### src/rtl/chsub_pkg.sv
// -----------------------------------------------------------------------------
// chsub_pkg
// Shared definitions for the chunked subtractor (chunked_sub):
//   SLICE_W   - bits handled per clock by the borrow-lookahead slice
//   state_t   - controller states (IDLE / RUN / DONE)
//   nslice()  - number of slices for a given operand width
//   idx_width() - width of the slice index register ($clog2(NSLICE), min 1)
// Optional feature macro used by the top: CHSUB_OVF_EN (signed overflow flag).
// -----------------------------------------------------------------------------
package chsub_pkg;

   localparam int SLICE_W = 4;

   typedef enum logic [1:0] {
      IDLE = 2'd0,
      RUN  = 2'd1,
      DONE = 2'd2
   } state_t;

   function automatic int nslice(input int width);
      return width / SLICE_W;
   endfunction

   // A single-slice build still needs a 1-bit index so the register exists.
   function automatic int idx_width(input int width);
      int n;
      n = width / SLICE_W;
      return (n <= 1) ? 1 : $clog2(n);
   endfunction

endpackage

### src/rtl/chunked_sub_bla_slice4.sv
// -----------------------------------------------------------------------------
// bla_slice4
// Combinational 4-bit borrow-lookahead subtract slice: d4 = a4 - b4 - bi.
// Ports:
//   a4 [3:0] in  - minuend slice
//   b4 [3:0] in  - subtrahend slice
//   bi       in  - borrow into bit 0
//   d4 [3:0] out - difference slice
//   bo       out - borrow out of bit 3
// Borrow generate bg = ~a & b (this bit borrows on its own), borrow propagate
// bp = ~a | b (this bit passes an incoming borrow on). All four internal
// borrows are flattened sum-of-products of bg/bp/bi, so no bit waits on the
// previous bit's borrow.
// -----------------------------------------------------------------------------
module bla_slice4 (
   input  logic [3:0] a4,
   input  logic [3:0] b4,
   input  logic       bi,
   output logic [3:0] d4,
   output logic       bo
);

   logic [3:0] bg;
   logic [3:0] bp;
   logic [4:0] c;

   assign bg = ~a4 & b4;
   assign bp = ~a4 | b4;

   assign c[0] = bi;
   assign c[1] = bg[0]
               | (bp[0] & bi);
   assign c[2] = bg[1]
               | (bp[1] & bg[0])
               | (bp[1] & bp[0] & bi);
   assign c[3] = bg[2]
               | (bp[2] & bg[1])
               | (bp[2] & bp[1] & bg[0])
               | (bp[2] & bp[1] & bp[0] & bi);
   assign c[4] = bg[3]
               | (bp[3] & bg[2])
               | (bp[3] & bp[2] & bg[1])
               | (bp[3] & bp[2] & bp[1] & bg[0])
               | (bp[3] & bp[2] & bp[1] & bp[0] & bi);

   assign d4 = a4 ^ b4 ^ c[3:0];
   assign bo = c[4];

endmodule

### src/rtl/chunked_sub.sv
// -----------------------------------------------------------------------------
// chunked_sub
// Multi-cycle WIDTH-bit subtractor: diff = a - b - bin (mod 2^WIDTH), one
// 4-bit borrow-lookahead slice per clock, LSB slice first. A single slice
// instance is shared across all slice positions through an index mux; the
// borrow between slices is carried in one flop.
//
// Optional feature: define CHSUB_OVF_EN to add the signed-overflow output ovf.
//
// Ports:
//   clk, rst_n          - clock (rising edge), async active-low reset
//   in_valid / in_ready - operand handshake (a, b, bin)
//   a, b [WIDTH-1:0]    - minuend, subtrahend
//   bin                 - borrow in
//   out_valid/out_ready - result handshake (diff, bout, ovf)
//   diff [WIDTH-1:0]    - a - b - bin
//   bout                - 1 iff unsigned a < b + bin
//   ovf                 - signed overflow (CHSUB_OVF_EN only)
//   state, idx          - debug view of the controller state and slice index
//
// Handshake: a transfer happens on a rising edge where valid and ready are
// both 1. Operands are sampled only on that accept edge; in_ready is 1 only
// in IDLE, so in_valid while busy is ignored (the producer must hold it).
// out_valid rises NSLICE edges after accept and, with diff/bout/ovf, is held
// until the edge where out_ready is 1; out_ready with out_valid low is a
// no-op. There is no same-cycle re-accept on the consume edge.
// -----------------------------------------------------------------------------
module chunked_sub
   import chsub_pkg::*;
#(
   parameter  int WIDTH = 16,
   localparam int NSLICE = nslice(WIDTH),
   localparam int IDX_W  = idx_width(WIDTH)
) (
   input  logic             clk,
   input  logic             rst_n,
   input  logic             in_valid,
   output logic             in_ready,
   input  logic [WIDTH-1:0] a,
   input  logic [WIDTH-1:0] b,
   input  logic             bin,
   output logic             out_valid,
   input  logic             out_ready,
   output logic [WIDTH-1:0] diff,
   output logic             bout,
`ifdef CHSUB_OVF_EN
   output logic             ovf,
`endif
   output state_t           state,
   output logic [IDX_W-1:0] idx
);

   localparam logic [IDX_W-1:0] LAST_IDX = IDX_W'(NSLICE - 1);

   logic [WIDTH-1:0]   a_q;
   logic [WIDTH-1:0]   b_q;
   logic               borrow_q;

   logic [SLICE_W-1:0] a4;
   logic [SLICE_W-1:0] b4;
   logic [SLICE_W-1:0] d4;
   logic               c4;

   // Select the operand slice addressed by idx.
   always_comb begin
      a4 = '0;
      b4 = '0;
      for (int i = 0; i < NSLICE; i++) begin
         if (idx == IDX_W'(i)) begin
            a4 = a_q[i*SLICE_W +: SLICE_W];
            b4 = b_q[i*SLICE_W +: SLICE_W];
         end
      end
   end

   bla_slice4 u_slice (
      .a4 (a4),
      .b4 (b4),
      .bi (borrow_q),
      .d4 (d4),
      .bo (c4)
   );

   always_ff @(posedge clk or negedge rst_n) begin
      if (!rst_n) begin
         state     <= IDLE;
         idx       <= '0;
         a_q       <= '0;
         b_q       <= '0;
         borrow_q  <= 1'b0;
         diff      <= '0;
         bout      <= 1'b0;
         in_ready  <= 1'b1;
         out_valid <= 1'b0;
`ifdef CHSUB_OVF_EN
         ovf       <= 1'b0;
`endif
      end else begin
         case (state)
            IDLE: begin
               // diff/bout keep the last result until a new op overwrites them.
               if (in_valid && in_ready) begin
                  a_q      <= a;
                  b_q      <= b;
                  borrow_q <= bin;
                  idx      <= '0;
                  in_ready <= 1'b0;
                  state    <= RUN;
               end
            end

            RUN: begin
               for (int i = 0; i < NSLICE; i++) begin
                  if (idx == IDX_W'(i)) begin
                     diff[i*SLICE_W +: SLICE_W] <= d4;
                  end
               end
               borrow_q <= c4;
               if (idx == LAST_IDX) begin
                  bout      <= c4;
`ifdef CHSUB_OVF_EN
                  // Operands of opposite sign and result sign differs from a.
                  ovf       <= (a_q[WIDTH-1] ^ b_q[WIDTH-1]) & (d4[SLICE_W-1] ^ a_q[WIDTH-1]);
`endif
                  idx       <= '0;
                  out_valid <= 1'b1;
                  state     <= DONE;
               end else begin
                  idx <= idx + 1'b1;
               end
            end

            DONE: begin
               if (out_ready) begin
                  out_valid <= 1'b0;
                  in_ready  <= 1'b1;
                  state     <= IDLE;
               end
            end

            default: begin
               out_valid <= 1'b0;
               in_ready  <= 1'b1;
               state     <= IDLE;
            end
         endcase
      end
   end

endmodule

### config.mk
export PLATFORM = sky130hd
export DESIGN_NAME = chunked_sub
export DESIGN_NICKNAME = d
export VERILOG_FILES = /design/src/rtl/chsub_pkg.sv /design/src/rtl/chunked_sub_bla_slice4.sv /design/src/rtl/chunked_sub.sv
export SDC_FILE = /design/constraint.sdc
export NUM_CORES = 1
export LEC_CHECK = 0
export ABC_AREA = 1
export BUFFER_PORTS_ARGS = -buffer_cell sky130_fd_sc_hd__buf_2
export CAP_MARGIN = 20
export CORE_MARGIN = 10
export CORE_UTILIZATION = 49
export CTS_CLUSTER_DIAMETER = 30
export DETAILED_ROUTE_END_ITERATION = 7
export PLACE_DENSITY = 0.76
export SYNTH_ARGS = -nofsm -noshare
export SYNTH_HDL_FRONTEND = slang
export SYNTH_SLANG_ARGS = --single-unit
export TNS_END_PERCENT = 5
### constraint.sdc
create_clock -name clk -period 2.4 [get_ports clk]
set_input_delay 0.24 -clock clk [delete_from_list [all_inputs] [get_ports clk]]
set_output_delay 0.24 -clock clk [all_outputs]
set_load 0.05 [all_outputs]
Yosys cells after proc, flatten, opt, wreduce, memory -nomap -nowiden:

Cells that the tools add are included.

* equal/unequal tests: 8
* add/sub/neg operators: 1
* reductions and logical operators: 13
* bitwise gates (word level): 33
* muxes and demuxes: 23

Operators with widths (count)
* $mux 4: 8
* $and 1x1->1: 16
* $reduce_and 2->1: 6
* $mux 2: 5
* $or 1x1->1: 10
* $reduce_and 3->1: 3
* $xor 4x4->4: 2
* $eq 2x2->1 const B: 3
* $ne 2x2->1 const B: 3
* $pmux 1 s3: 2
* $pmux 2 s3: 1
* $mux 1: 5
* $and 4x4->4: 1
* $eq 2x1->1 const B: 2
* $logic_not 2->1: 2
* $not 4->4: 1
* $or 4x4->4: 1
* $pmux 2 s2: 1
* $add 2x1->2 const B: 1
* $not 1->1: 2
* $pmux 1 s2: 1
* $reduce_bool 2->1: 1
* $logic_and 1x1->1: 1

* bits in registers: 56
* input port bits: 37
* logic and storage cells: 90
* output and inout port bits: 23

Logic depth before layout (Yosys ltp):

* depth in word-level cells: 13
* depth in mapped cells: 17
* mapped depth without buffers: 16

Hierarchy:

A second synthesis with hierarchy kept.

* cell total of the unflattened synthesis: 348
* area, all modules: 2835.2 µm²

By module, submodules not included
* chunked_sub: instances 1, area each 2548.7 µm², cells each 302, sequential area each 1402.6 µm²
* bla_slice4: instances 1, area each 286.5 µm², cells each 46, sequential area each 0.0 µm²

Worst setup path after synthesis:

Ideal clock, no wire load.

* path kind: reg-to-reg
* start point: register idx[1]
* end point: register diff[14]
* stages on the path, launching flop included: 15
* path buffers: 2
* required time: 2.282 ns
* library setup time: 0.118 ns
* period minus slack after synthesis: 2.645 ns
* path slack: -0.245 ns
* arrival: 2.527 ns
* cell sequence: dfrtp_1 ha_1 buf_2 inv_1 clkbuf_1 o21ai_0 inv_1 ha_1 inv_1 nand2_1 nand2_1 nand2_1 or2_2 nand3_1 nand2_1

* cells in the longest elaborated chain, start to end: 11
* elaborated cells on any way between the ends: 23
* classes of those cells: eq/ne (3); mux (8); bitwise (10); reduce/logical (2)

RTL lines
* start, declared: RTL line chunked_sub.sv:50 `output logic [IDX_W-1:0] idx`
* start signal, assigned: RTL line chunked_sub.sv:129 `idx <= idx + 1'b1;`
* $logic_not 2->1: RTL line chunked_sub.sv:69 `if (idx == IDX_W'(i)) begin`
* $mux 4 (4 in series): RTL line chunked_sub.sv:69
* $not 4->4: RTL line chunked_sub_bla_slice4.sv:27, chunked_sub_bla_slice4.sv:28
* $or 4x4->4 / $and 4x4->4 (equally long branches): RTL line chunked_sub_bla_slice4.sv:28, chunked_sub_bla_slice4.sv:27
* $and 1x1->1, on equally long branches: RTL line chunked_sub_bla_slice4.sv:34, chunked_sub_bla_slice4.sv:35
* $or 1x1->1 / $and 1x1->1 (equally long branches): RTL line chunked_sub_bla_slice4.sv:34, chunked_sub_bla_slice4.sv:35
* $or 1x1->1: RTL line chunked_sub_bla_slice4.sv:35 `| (bp[1] & bp[0] & bi);`
* $xor 4x4->4: RTL line chunked_sub_bla_slice4.sv:46 `assign d4 = a4 ^ b4 ^ c[3:0];`
* end signal, assigned: RTL line chunked_sub.sv:91 `diff <= '0;`
* end signal, assigned by index: RTL line chunked_sub.sv:115 `diff[i*SLICE_W +: SLICE_W] <= d4;`
* end, declared: RTL line chunked_sub.sv:44 `output logic [WIDTH-1:0] diff,`

Several ways; a longest one is shown, not always the timed one.
A chain may end at the register's enable or synchronous reset.

Worst setup path in the final report:

* start point: register idx[1]
* end point: register borrow_q

* cells in the longest elaborated chain, start to end: 13
* elaborated cells on any way between the ends: 27
* classes of those cells: eq/ne (3); mux (9); bitwise (14); reduce/logical (1)

RTL lines
* $logic_not 2->1: RTL line chunked_sub.sv:69
* $mux 4 (4 in series): RTL line chunked_sub.sv:69
* $not 4->4: RTL line chunked_sub_bla_slice4.sv:27, chunked_sub_bla_slice4.sv:28
* $or 4x4->4 / $and 4x4->4 (equally long branches): RTL line chunked_sub_bla_slice4.sv:28, chunked_sub_bla_slice4.sv:27
* $and 1x1->1, on equally long branches
* $or 1x1->1, or another cell as far along: RTL line chunked_sub_bla_slice4.sv:41 `| (bp[3] & bg[2])`
* $or 1x1->1, or another cell as far along: RTL line chunked_sub_bla_slice4.sv:42 `| (bp[3] & bp[2] & bg[1])`
* $or 1x1->1 / $and 1x1->1 (equally long branches): RTL line chunked_sub_bla_slice4.sv:43, chunked_sub_bla_slice4.sv:44
* $or 1x1->1 *: RTL line chunked_sub_bla_slice4.sv:44 `| (bp[3] & bp[2] & bp[1] & bp[0] & bi);`
* $pmux 1 s2 *: RTL line chunked_sub.sv:99 `case (state)`
* end signal, assigned: RTL line chunked_sub.sv:105 `borrow_q <= bin;`
* end, declared: RTL line chunked_sub.sv:57 `logic borrow_q;`

Every way passes the cells marked *; elsewhere a longest branch is shown, timed or not.

==> results.ini <==
[run_status]
status = finished, final reports clean

[synth]
netlist_instances = 275
ys_seq_elements = 56
synth_fp_nets = 325
ys_types = 27
netlist_area_um2 = 2838
yosysWarningCount = 0
yosysSeqAreaShare = 0.4943
syn_area_per_cell_um2 = 10.32

[timing]
grt_setup_unrepaired = true
tns_ns = 0
report.final.slew_viol_count = 0
hold_viol_final = 0
slew_headroom = 0.5758
skew_ns = 0.009495
worst_slack_ns = 0.1231
holdWs_ns = 0.1474
setup_viol = 0
final.min_clock_period_ns = 2.277
finalCritPeriodShare = 0.9487
max_freq_mhz = 439.2
tightest_slew_ns = 0.6363

[setup_path]
slowest_stage = dfrtp_2
startpoint_type = flip-flop
cp.arrival_ns = 2.53
critPathMaxStageDelay_ns = 0.45
path_depth = 15
path_class = reg2reg
crit_buf_inv = 4
worstSetupEndpointType = flip-flop
path_cells = buf_4 > ha_4 > buf_4 > a21oi_1 > nand2_1 > o21ai_2 > inv_1 > ha_1 > inv_1 > nand2_1 > nand2_1 > nand2_1 > o21ai_0 > nand2_1 > nand3_1
crit_family = compound AO/OA/AOI/OAI gates
cpMostUsedCell = nand2_1
worstPathRequired_ns = 2.65
reg2reg_depth = 15
worstPathMaxFanout = 6

[final_layout]
multiInputGateArea_um2 = 1320
layout_commonest_cell = nand2_1
nets = 392
final_util = 0.6114
antenna_cells = 0
seqCellArea_um2 = 1405
n_fill_cell = 474
layout-drive-gt1-share = 0.3615
layout_common_cells = 70 x nand2_1, 59 x buf_2, 53 x dfrtp_1, 27 x mux2_4, 23 x inv_1
areaGrowthSynthToFinish_pct = 20.11

[floorplan]
die_w_um = 96.10
die_y_um = 96.10
start_util = 0.5091
fp.coreArea_um2 = 5574
num_rows = 27
dieArea_um2 = 9235
io-pin-count = 60

[clock_network]
numCtsBuffers = 5
cts-htree-levels = 2
clock_latency_ns = 0.31
clk_pin_slew_ns = 0.10
cts.path.max_buffers = 2
clock_sinks = 56
cts_tree = done
cts_root_buf = clkbuf_8

[placed_design]
portBuffers = 59
dp_hpwl_um = 4961
globalplace.congestion = 0.8870
place_ws_ns = 0.004503

[global_routing]
overflow = 0
grt_pass1_wl_um = 10540
track_usage = 0.1430
grt_max_degree = 34
antenna_found_initial = 0
grt_pass1_vias = 2265

[routing]
post-route-drc-count = 0
detail-route-antenna-nets = 0
wl_per_cell_um = 15.02
finalWirelength_um = 6234
via_per_inst = 5.092
drt_pass1_iterations = 4
vias = 2113
drt_iter0_markers = 101

[hold_path]
hold_class = in2reg
worstHoldPathCells = 2

[flow_run]
drv_cap = 0

synth_stat cells:
cell       n  share of area
nand2_1   70          0.093
dfrtp_1   55           0.49
inv_1     27          0.036
mux2_4    27           0.14
nand3_1   19          0.034
o21ai_0   14          0.025
ha_1      12          0.053
a21oi_1   10          0.018
o211ai_1   8          0.021
nor2_1     6         0.0079
mux2_2     5          0.020
buf_2      4         0.0071
buf_6      3          0.012
or2_2      2         0.0044
a31oi_1    1         0.0022
clkbuf_1   1         0.0013
dfstp_2    1         0.0093
fa_1       1         0.0071
inv_2      1         0.0013
nand2_2    1         0.0022
nand3_4    1         0.0062
nand4_1    1         0.0022
nor2_2     1         0.0022
nor3_1     1         0.0018
o21ai_1    1         0.0018
o22ai_1    1         0.0022
xnor2_1    1         0.0031
metal layers:
metal / up-vias / GRT usage / share of wire
li1: 1047 / - / -
met1: 990 / 0.1761 / 0.43
met2: 66 / 0.2343 / 0.47
met3: 10 / 0.04358 / 0.080
met4: 0 / 0.04545 / 0.013
met5: - / 0 / 0
through the flow:
| step | instances | area (um^2) |
|---|---|---|
| after detailed placement | 405 | 3237 |
| after CTS | 414 | 3354 |
| final | 415 | 3408 |
| after global placement | 405 | 3237 |
| after global routing | 415 | 3408 |
| after floorplan | 275 | 2848 |
timing repair:
action | in CTS | in global routing
endpoints found under the hold margin | 26 | 0
pin swaps | 0 | 1
gates resized for setup | 1 | 13
hold buffers | 1 | 0
endpoints found under the setup margin | 4 | 14
setup buffers | 0 | 1
cloned | 0 | 0
worst register-to-register path, stage by stage (launching register included):
cell and delay (ns):
dfrtp_2 0.45, buf_4 0.15, ha_4 0.17, buf_4 0.15, a21oi_1 0.12, nand2_1 0.08
o21ai_2 0.10, inv_1 0.07, ha_1 0.20, inv_1 0.08, nand2_1 0.06, nand2_1 0.08
nand2_1 0.08, o21ai_0 0.30, nand2_1 0.09, nand3_1 0.07
cell families (layout without fill, tap and decap cells):
kind of cell / after synthesis / count (layout) / share of synthesized area
simple gates: 102 / 102 / 0.1530
flops: 56 / 56 / 0.4943
buf+inv: 36 / 104 / 0.05732
compound gates: 35 / 35 / 0.06967
mux: 32 / 32 / 0.1627
fa+ha+maj: 13 / 13 / 0.05996
xor+xnor: 1 / 1 / 0.003087
area by class of cell:
class	count	area share
multi-input cells	183	0.3873
well taps	72	0.02643
flip-flops and latches	56	0.4123
clock buffers	6	0.02129
repair buffers	68	0.1109
clock inverters	2	0.01028
inverters	28	0.03157
sequential cells by signal (all words and copies together) (netlist names):
register and cells:
a_q 16, b_q 16, borrow_q 1, bout 1, diff 16, idx 2, in_ready 1, out_valid 1
state 2
final timing paths:
path                         start       end  slack (ns)
setup reg to reg            idx[1]  borrow_q        0.12
hold / removal               b[11]   b_q[11]        0.15
hold reg to reg            diff[9]   diff[9]        0.48
setup / recovery            idx[1]  borrow_q        0.12
min in group asynchronous    rst_n    b_q[2]        0.48
max in group asynchronous    rst_n  in_ready        1.28
Power is not shown: default switching activity piles up to over one toggle a cycle in this logic, so the estimate is an artifact.
